`src/rtl/wb_burst_master.sv`:
```
// Wishbone classic-cycle burst initiator: word bursts from a valid/ready command port, one beat at a time.
// Define WB_BURST_MASTER_STATS_EN to build the saturating statistics counters; otherwise they read as 0.
module wb_burst_master #(
    parameter int AW          = 32,
    parameter int DW          = 32,
    parameter int MAX_RETRY   = 2,
    parameter int TIMEOUT_CYC = 64
) (
    input  logic              wb_clk_i,
    input  logic              wb_rst_i,
    input  logic              req_valid,
    output logic              req_ready,
    input  logic              req_we,
    input  logic [AW-1:0]     req_adr,
    input  logic [DW/8-1:0]   req_sel,
    input  logic [3:0]        req_len,
    input  logic              wdat_valid,
    output logic              wdat_ready,
    input  logic [DW-1:0]     wdat,
    output logic              rsp_valid,
    output logic [DW-1:0]     rsp_dat,
    output logic [1:0]        rsp_status,
    output logic              rsp_last,
    output logic [AW-1:0]     m_wb_adr_o,
    output logic [DW/8-1:0]   m_wb_sel_o,
    output logic              m_wb_we_o,
    output logic [DW-1:0]     m_wb_dat_o,
    output logic              m_wb_cyc_o,
    output logic              m_wb_stb_o,
    input  logic [DW-1:0]     m_wb_dat_i,
    input  logic              m_wb_ack_i,
    input  logic              m_wb_err_i,
    input  logic              m_wb_rty_i,
    output logic [31:0]       stat_beats,
    output logic [15:0]       stat_retries,
    output logic [15:0]       stat_errs
);

    typedef enum logic [1:0] {
        S_IDLE,
        S_WDATA,
        S_STROBE,
        S_GAP
    } state_t;

    localparam int SW = DW / 8;

    localparam logic [1:0] ST_OK  = 2'b00;
    localparam logic [1:0] ST_ERR = 2'b01;
    localparam logic [1:0] ST_RTY = 2'b10;
    localparam logic [1:0] ST_TMO = 2'b11;

    state_t          state_q, state_d;
    logic            req_ready_q, req_ready_d;
    logic            wdat_ready_q, wdat_ready_d;
    logic            rsp_valid_q, rsp_valid_d;
    logic [DW-1:0]   rsp_dat_q, rsp_dat_d;
    logic [1:0]      rsp_status_q, rsp_status_d;
    logic            rsp_last_q, rsp_last_d;
    logic [AW-1:0]   adr_q, adr_d;
    logic [SW-1:0]   sel_q, sel_d;
    logic            we_q, we_d;
    logic [DW-1:0]   dat_q, dat_d;
    logic            cyc_q, cyc_d;
    logic            stb_q, stb_d;
    logic [3:0]      len_q, len_d;
    logic [3:0]      beat_cnt_q, beat_cnt_d;
    logic [31:0]     retry_cnt_q, retry_cnt_d;
    logic [31:0]     wait_cnt_q, wait_cnt_d;

    logic            finish_cmd;
    logic [1:0]      finish_status;

    always_comb begin
        state_d       = state_q;
        req_ready_d   = req_ready_q;
        wdat_ready_d  = wdat_ready_q;
        rsp_valid_d   = 1'b0;
        rsp_dat_d     = '0;
        rsp_status_d  = ST_OK;
        rsp_last_d    = 1'b0;
        adr_d         = adr_q;
        sel_d         = sel_q;
        we_d          = we_q;
        dat_d         = dat_q;
        cyc_d         = cyc_q;
        stb_d         = stb_q;
        len_d         = len_q;
        beat_cnt_d    = beat_cnt_q;
        retry_cnt_d   = retry_cnt_q;
        wait_cnt_d    = wait_cnt_q;
        finish_cmd    = 1'b0;
        finish_status = ST_OK;

        case (state_q)
            S_IDLE: begin
                if (req_valid) begin
                    we_d         = req_we;
                    adr_d        = req_adr;
                    sel_d        = req_sel;
                    len_d        = req_len;
                    beat_cnt_d   = '0;
                    retry_cnt_d  = '0;
                    wait_cnt_d   = '0;
                    req_ready_d  = 1'b0;
                    if (req_we) begin
                        state_d      = S_WDATA;
                        wdat_ready_d = 1'b1;
                    end else begin
                        state_d = S_STROBE;
                        cyc_d   = 1'b1;
                        stb_d   = 1'b1;
                    end
                end
            end

            S_WDATA: begin
                if (wdat_valid) begin
                    wdat_ready_d = 1'b0;
                    dat_d        = wdat;
                    cyc_d        = 1'b1;
                    stb_d        = 1'b1;
                    state_d      = S_STROBE;
                end
            end

            // err beats ack beats rty when a slave asserts several at once.
            S_STROBE: begin
                if (m_wb_err_i) begin
                    finish_cmd    = 1'b1;
                    finish_status = ST_ERR;
                end else if (m_wb_ack_i) begin
                    rsp_valid_d  = 1'b1;
                    rsp_dat_d    = we_q ? '0 : m_wb_dat_i;
                    beat_cnt_d   = beat_cnt_q + 4'd1;
                    adr_d        = adr_q + AW'(4);
                    retry_cnt_d  = '0;
                    wait_cnt_d   = '0;
                    if (beat_cnt_q == len_q) begin
                        finish_cmd    = 1'b1;
                        finish_status = ST_OK;
                    end else begin
                        stb_d = 1'b0;
                        if (we_q) begin
                            state_d      = S_WDATA;
                            wdat_ready_d = 1'b1;
                        end else begin
                            state_d = S_GAP;
                        end
                    end
                end else if (m_wb_rty_i) begin
                    if (retry_cnt_q < 32'(MAX_RETRY)) begin
                        retry_cnt_d = retry_cnt_q + 32'd1;
                        wait_cnt_d  = '0;
                        stb_d       = 1'b0;
                        state_d     = S_GAP;
                    end else begin
                        finish_cmd    = 1'b1;
                        finish_status = ST_RTY;
                    end
                end else begin
                    wait_cnt_d = wait_cnt_q + 32'd1;
                    if ((TIMEOUT_CYC != 0) && (wait_cnt_q == 32'(TIMEOUT_CYC - 1))) begin
                        finish_cmd    = 1'b1;
                        finish_status = ST_TMO;
                    end
                end
            end

            S_GAP: begin
                stb_d   = 1'b1;
                state_d = S_STROBE;
            end

            default: begin
                state_d = S_IDLE;
            end
        endcase

        // Every way out of a command releases the bus on the same edge as the last response.
        if (finish_cmd) begin
            rsp_valid_d  = 1'b1;
            rsp_last_d   = 1'b1;
            rsp_status_d = finish_status;
            cyc_d        = 1'b0;
            stb_d        = 1'b0;
            wdat_ready_d = 1'b0;
            req_ready_d  = 1'b1;
            state_d      = S_IDLE;
        end
    end

    always_ff @(posedge wb_clk_i) begin
        if (wb_rst_i) begin
            state_q      <= S_IDLE;
            req_ready_q  <= 1'b1;
            wdat_ready_q <= 1'b0;
            rsp_valid_q  <= 1'b0;
            rsp_dat_q    <= '0;
            rsp_status_q <= ST_OK;
            rsp_last_q   <= 1'b0;
            adr_q        <= '0;
            sel_q        <= '0;
            we_q         <= 1'b0;
            dat_q        <= '0;
            cyc_q        <= 1'b0;
            stb_q        <= 1'b0;
            len_q        <= '0;
            beat_cnt_q   <= '0;
            retry_cnt_q  <= '0;
            wait_cnt_q   <= '0;
        end else begin
            state_q      <= state_d;
            req_ready_q  <= req_ready_d;
            wdat_ready_q <= wdat_ready_d;
            rsp_valid_q  <= rsp_valid_d;
            rsp_dat_q    <= rsp_dat_d;
            rsp_status_q <= rsp_status_d;
            rsp_last_q   <= rsp_last_d;
            adr_q        <= adr_d;
            sel_q        <= sel_d;
            we_q         <= we_d;
            dat_q        <= dat_d;
            cyc_q        <= cyc_d;
            stb_q        <= stb_d;
            len_q        <= len_d;
            beat_cnt_q   <= beat_cnt_d;
            retry_cnt_q  <= retry_cnt_d;
            wait_cnt_q   <= wait_cnt_d;
        end
    end

    assign req_ready  = req_ready_q;
    assign wdat_ready = wdat_ready_q;
    assign rsp_valid  = rsp_valid_q;
    assign rsp_dat    = rsp_dat_q;
    assign rsp_status = rsp_status_q;
    assign rsp_last   = rsp_last_q;
    assign m_wb_adr_o = adr_q;
    assign m_wb_sel_o = sel_q;
    assign m_wb_we_o  = we_q;
    assign m_wb_dat_o = dat_q;
    assign m_wb_cyc_o = cyc_q;
    assign m_wb_stb_o = stb_q;

`ifdef WB_BURST_MASTER_STATS_EN
    logic        beat_evt, retry_evt, abort_evt;
    logic [31:0] stat_beats_q, stat_beats_d;
    logic [15:0] stat_retries_q, stat_retries_d;
    logic [15:0] stat_errs_q, stat_errs_d;

    // Events mirror the termination priority used by the main state machine.
    always_comb begin
        beat_evt       = (state_q == S_STROBE) && !m_wb_err_i && m_wb_ack_i;
        retry_evt      = (state_q == S_STROBE) && !m_wb_err_i && !m_wb_ack_i && m_wb_rty_i;
        abort_evt      = finish_cmd && (finish_status != ST_OK);
        stat_beats_d   = stat_beats_q;
        stat_retries_d = stat_retries_q;
        stat_errs_d    = stat_errs_q;
        if (beat_evt && (stat_beats_q != '1)) begin
            stat_beats_d = stat_beats_q + 32'd1;
        end
        if (retry_evt && (stat_retries_q != '1)) begin
            stat_retries_d = stat_retries_q + 16'd1;
        end
        if (abort_evt && (stat_errs_q != '1)) begin
            stat_errs_d = stat_errs_q + 16'd1;
        end
    end

    always_ff @(posedge wb_clk_i) begin
        if (wb_rst_i) begin
            stat_beats_q   <= '0;
            stat_retries_q <= '0;
            stat_errs_q    <= '0;
        end else begin
            stat_beats_q   <= stat_beats_d;
            stat_retries_q <= stat_retries_d;
            stat_errs_q    <= stat_errs_d;
        end
    end

    assign stat_beats   = stat_beats_q;
    assign stat_retries = stat_retries_q;
    assign stat_errs    = stat_errs_q;
`else
    assign stat_beats   = '0;
    assign stat_retries = '0;
    assign stat_errs    = '0;
`endif

endmodule
```
`config.mk`:
```
export PLATFORM = sky130hd
export DESIGN_NAME = wb_burst_master
export DESIGN_NICKNAME = d
export VERILOG_FILES = /design/src/rtl/wb_burst_master.sv
export SDC_FILE = /design/constraint.sdc
export NUM_CORES = 1
export LEC_CHECK = 0
export ABC_AREA = 1
export CORE_AREA = 2 2 147 149
export CTS_BUF_LIST = sky130_fd_sc_hd__clkbuf_2 sky130_fd_sc_hd__clkbuf_4 sky130_fd_sc_hd__clkbuf_8
export DETAILED_ROUTE_END_ITERATION = 10
export DIE_AREA = 0 0 149 151
export PLACE_DENSITY_LB_ADDON = 0.25
export SYNTH_ARGS = -nofsm -noshare
export SYNTH_HDL_FRONTEND = slang
export SYNTH_SLANG_ARGS = --single-unit
```
`constraint.sdc`:
```
create_clock -name wb_clk_i -period 1.9 [get_ports wb_clk_i]
set_input_delay 0.285 -clock wb_clk_i [delete_from_list [all_inputs] [get_ports wb_clk_i]]
set_output_delay 0.285 -clock wb_clk_i [all_outputs]
set_load 0.02 [all_outputs]
```
* Word level (Yosys, flattened, before mapping)
Cells that the tools add are included.
Storage, ports and cells: bits in registers 183, input bits 112, output and inout port bits 173, logic and storage cells 124
Cells by class: add/subtract/negate cells 4, $lt $le $gt $ge 1, equal/unequal tests 17, muxes and demuxes 64, bitwise gates (word level) 3, reduce and logical (&&, ||, !) cells 17
Operator list (number):
- $mux 32 | 12
- $pmux 32 s2 | 3
- $add 32x1->32 const B | 2
- $add 32x3->32 const B | 1
- $eq 32x6->1 const B | 1
- $lt 32x2->1 const B | 1
- $mux 1 | 29
- $mux 2 | 12
- $ne 2x2->1 const B | 8
- $mux 4 | 3
- $reduce_and 4->1 | 3
- $reduce_or 5->1 | 2
- $ne 3x3->1 const B | 3
- $pmux 2 s4 | 1
- $pmux 4 s2 | 1
- $reduce_and 8->1 | 1
- $reduce_and 7->1 | 1
- $reduce_and 6->1 | 1
- $reduce_and 5->1 | 1
- $add 4x1->4 const B | 1
- $eq 2x2->1 const B | 2
- $eq 4x4->1 | 1
- $ne 4x4->1 const B | 1
- $pmux 1 s4 | 1
- other kinds (10) | 14

* Longest topological paths before layout
depth in word-level cells 8, depth in mapped cells 14, depth with buffers taken out 13

* Worst setup path before layout
OpenSTA, ideal clock, no wires.
path kind register -> register, from register adr_q[2], in the netlist m_wb_adr_o[2], to register adr_q[20], in the netlist m_wb_adr_o[20], setup time 0.119 ns, data arrival time 1.834 ns, required time 1.781 ns, path slack -0.052 ns, cell stages (with the launch flop) 11, buffers on the path 0, clock period less this slack 1.952 ns, cell sequence dfxtp_1 ha_1 nand2_1 nor2_2 nand2_1 nor3_4 nand3_1 o21ai_0 nand2_1 o21ai_0 nand2_1
On the way: word-level cells in the longest chain between the ends 4
RTL lines:
- from (decl) | RTL line 60 | logic [AW-1:0] adr_q, adr_d;
- from (signal assigned) | RTL line 220 | adr_q <= adr_d;
- $add 32x3->32 | RTL line 136 | adr_d = adr_q + AW'(4);
- $mux 32 | RTL line 132 | end else if (m_wb_ack_i) begin
- $mux 32 | RTL line 129 | if (m_wb_err_i) begin
- $pmux 32 s2 | RTL line 95 | case (state_q)
No other way between the ends. The select of a mux whose other input is x is not followed. A chain may end at the register's enable or synchronous reset.

* Final worst setup path
from register adr_q[3], in the netlist m_wb_adr_o[3], to output port m_wb_adr_o[3]
RTL lines:
- to (decl) | RTL line 24 | output logic [AW-1:0] m_wb_adr_o,
No word-level cell between the ends.

==> results.json <==
{
  "status": "finished clean",
  "fin_crit_sh": 0.974,
  "cts_buffer_depth": 2,
  "die_h_um": 151,
  "seqPwrFrac": 0.371,
  "fin_skew_ns": 0.0230,
  "yosys.cell_types.count": 42,
  "yosysSeqAreaShare": 0.413,
  "holdCritStartpoint": "m_wb_dat_i[20]",
  "synthArstFlopShare": 0,
  "arrival_ns": 1.57,
  "final_cell_count_no_fill": 1858,
  "drt-total-wl_um": 24400,
  "chipWidth_um": 149,
  "synth_top_family_by_area": "simple AND/OR/NAND/NOR gates",
  "synth-compound-area-share": 0.109,
  "synthMuxAreaShare": 0,
  "hold_path.class": "input pin to flop",
  "final_hold_viol_count": 0,
  "finish.instance_area_um2": 12100,
  "grt_max_degree": 49,
  "cp_slowest_cell": "clkdlybuf4s50_1",
  "rr_worst_depth": 10,
  "io_buffers": 220,
  "holdPathEnd": "rsp_dat[20]",
  "cts_tree": "done",
  "hold-path-cell-count": 3,
  "finalMaxSlewViolations": 0,
  "antenna_found_initial": 0,
  "dp.final_hpwl_um": 18300,
  "hold_slack_ns": 0.320,
  "layout.nets": 1686,
  "ios": 285,
  "ys_seq_elements": 183,
  "worst-setup-path-type": "flop to primary output",
  "seqCellArea_um2": 3670,
  "gp_congestion": 0.875,
  "cp-start-kind": "flop",
  "grt_pass1_wl_um": 38800,
  "finalSetupViolCount": 0,
  "synth_xor_area_frac": 0.0128,
  "r2r_start": "m_wb_adr_o[2]",
  "yosysWarnings": 0,
  "dr.pass1.iters": 5,
  "drv_cap": 0,
  "dp.cells": 1821,
  "synthSimpleGateAreaFrac": 0.305,
  "coreArea_um2": 20800,
  "syn_area_um2": 8870,
  "sw_frac_of_total": 0.409,
  "multi_input_area_um2": 4170,
  "clockPowerShare": 0.201,
  "synth_flop_cell": "dfxtp_1",
  "dpl_cell_area_um2": 11500,
  "powerDensity_nw_per_um2": 1100,
  "start_util": 0.426,
  "critPathRequiredTime_ns": 1.62,
  "insertion_delay_ns": 0.49,
  "drt_iter0_markers": 457,
  "diodes": 0,
  "syn_area_per_cell_um2": 6.80,
  "maxSlewHeadroom": 0.638,
  "max_stage_delay_ns": 0.64,
  "critPathMaxFanout": 4,
  "endpoint_kind": "primary output",
  "grtUsageTotal": 0.215,
  "rsz0062_at_grt": "false",
  "p_sw_uw": 5420,
  "htree_levels": 4,
  "vias_per_cell": 4.72,
  "fin_crit_ns": 1.85,
  "crit_chain": "buf_4 -> clkdlybuf4s50_1",
  "vias": 8764,
  "reg2reg_to": "m_wb_adr_o[18]",
  "combPwrFrac": 0.428,
  "clkTransAtPathRegs_ns": 0.10,
  "drc": 0,
  "n_fill_cell": 1973,
  "grt_pass1_vias": 7977,
  "p_leak_uw": 0.00509,
  "drive_above_1_share": 0.0967,
  "fp-row-count": 53,
  "synth-edff-count": 0,
  "worst_pin_slew_ns": 0.542,
  "root_buffer": "clkbuf_8",
  "drtAntennaViolNets": 0,
  "cts_hold_buf": 0,
  "cts.sinks": 183,
  "max_clock_freq_ghz": 0.540,
  "utilization": 0.580,
  "dieArea_um2": 22500,
  "routedWlPerCell_um": 13.1,
  "synth_adder_area_share": 0.00564,
  "syn_inst": 1304,
  "intPower_uw": 7840,
  "cts_buffers": 17,
  "vdd_drop_max_mv": 0.590,
  "r2r_slack_ns": 0.11,
  "grt-ovfl-total": 0,
  "syn2layout_area_growth_pct": 36.2
}
final cells by class:
class | count | share of cell area
multi-input combinational | 899 | 0.345
inverter | 177 | 0.0554
clock inverter | 15 | 0.0132
sequential | 183 | 0.304
timing repair buffer | 292 | 0.234
clock buffer | 17 | 0.0194
tap | 275 | 0.0285
registers in the layout (all words and copies together), names as in the netlist:
register / flops
m_wb_adr_o: 32
m_wb_dat_o: 32
retry_cnt_q: 32
rsp_dat: 32
wait_cnt_q: 32
beat_cnt_q: 4
len_q: 4
m_wb_sel_o: 4
rsp_status: 2
state_q: 2
m_wb_cyc_o: 1
m_wb_stb_o: 1
m_wb_we_o: 1
req_ready: 1
rsp_last: 1
rsp_valid: 1
wdat_ready: 1
how the worst max path moves through the flow:
stage | startpoint | endpoint | slack (ns) | cells past startpoint
2_1_floorplan | m_wb_adr_o[2] | m_wb_adr_o[20] | 0.07 | 10
6_report | m_wb_adr_o[3] | m_wb_adr_o[3] | 0.05 | 2
3_5_place_dp | m_wb_ack_i | retry_cnt_q[2] | -0.18 | 7
3_3_place_gp | m_wb_ack_i | retry_cnt_q[2] | -0.15 | 7
4_1_cts | m_wb_adr_o[25] | m_wb_adr_o[25] | 0.0005 | 2
5_1_grt | m_wb_adr_o[12] | m_wb_adr_o[31] | 0.0004 | 9
cell usage in the layout, fill, tap and decap left out, types with 6 or more instances in the layout:
master           netlist  final
conb_1                 1     64
inv_1                171    171
nand2_1              266    261
buf_12                 0      6
o211ai_1              12     12
nand4_1               25     25
nand3_1               71     67
o21ai_1               15     18
dfxtp_1              183    177
a21oi_1               53     53
clkdlybuf4s50_1        0    207
nor3_1                47     46
dfxtp_2                0      6
clkbuf_8               0     17
nor2_2                 2      8
or2_2                  6      6
nor2_1               212    204
buf_4                 66     64
o21ai_0               78     75
xor2_1                12     12
o22ai_1                6      6
nand2_2                2      6
dlymetal6s2s_1         0      7
inv_6                  0      6
synthesized netlist by cell type (2+ instances only):
cell | number | area (um^2)
o21bai_1 | 4 | 30.0
dfxtp_1 | 183 | 3660
inv_2 | 3 | 11.3
a21oi_1 | 53 | 265
clkbuf_1 | 32 | 120
nand4_1 | 25 | 156
buf_2 | 7 | 35.0
o21ai_1 | 15 | 75.1
xor2_1 | 12 | 105
o22ai_1 | 6 | 37.5
ha_1 | 4 | 50.1
nor3_1 | 47 | 235
nor2_1 | 212 | 796
clkinv_1 | 2 | 7.51
buf_4 | 66 | 495
nand3_1 | 71 | 355
buf_6 | 3 | 33.8
nor2_2 | 2 | 12.5
inv_1 | 171 | 642
o21ai_0 | 78 | 390
nand2_1 | 266 | 998
o211ai_1 | 12 | 90.1
or2_2 | 6 | 37.5
nand2_2 | 2 | 12.5
a31oi_1 | 5 | 31.3
per-stage QoR:
stage	setup slack (ns)	setup TNS [ns]	total power (uW)
CTS	0.000493	0	13200
floorplan	0.0674	0	8240
finish	0.0494	0	13300
global placement	-0.148	-3.02	10400
detailed placement	-0.178	-5.68	10500
global route	0.000405	0	14100
cells by family (layout without fill, tap and decap cells):
logic type,Yosys count,count (layout)
AOI/OAI and AO/OA,177,177
adders and majority gates,4,4
DFF,183,183
other,1,64
buffers and inverters,286,501
and+or+nand+nor,640,641
xor gates and xnor gates,13,13
worst max-delay path: cells and delay by family, from the launching register on:
kind / cells / cell delay, ns
DFF: 1 / 0.34
buffers and inverters: 2 / 0.75
routing by layer:
layer  vias to the layer above  routed length [um]  GRT usage
met3                        32                2060     0.0693
met2                       281               11300      0.352
met4                         0                 414     0.0643
li1                       4525                   -          -
met5                         -                   0          0
met1                      3926               10600      0.272
what timing repair did:
item,CTS,global route
pin swaps,0,7
resized for setup,8,37
endpoints found under the setup margin,43,73
cloned,0,1
buffers inserted,0,4
power groups by stage:
| stage | logic, uW | clock network, uW | registers [uW] |
|---|---|---|---|
| 2_1_floorplan | 2660 | 0 | 5580 |
| 3_3_place_gp | 5460 | 0 | 4980 |
| 3_5_place_dp | 5510 | 0 | 4990 |
| 4_1_cts | 5510 | 2740 | 4910 |
| 5_1_grt | 6210 | 2890 | 5000 |
| 6_report | 5670 | 2670 | 4920 |
Note: power is estimated with default switching activity, not from simulation.
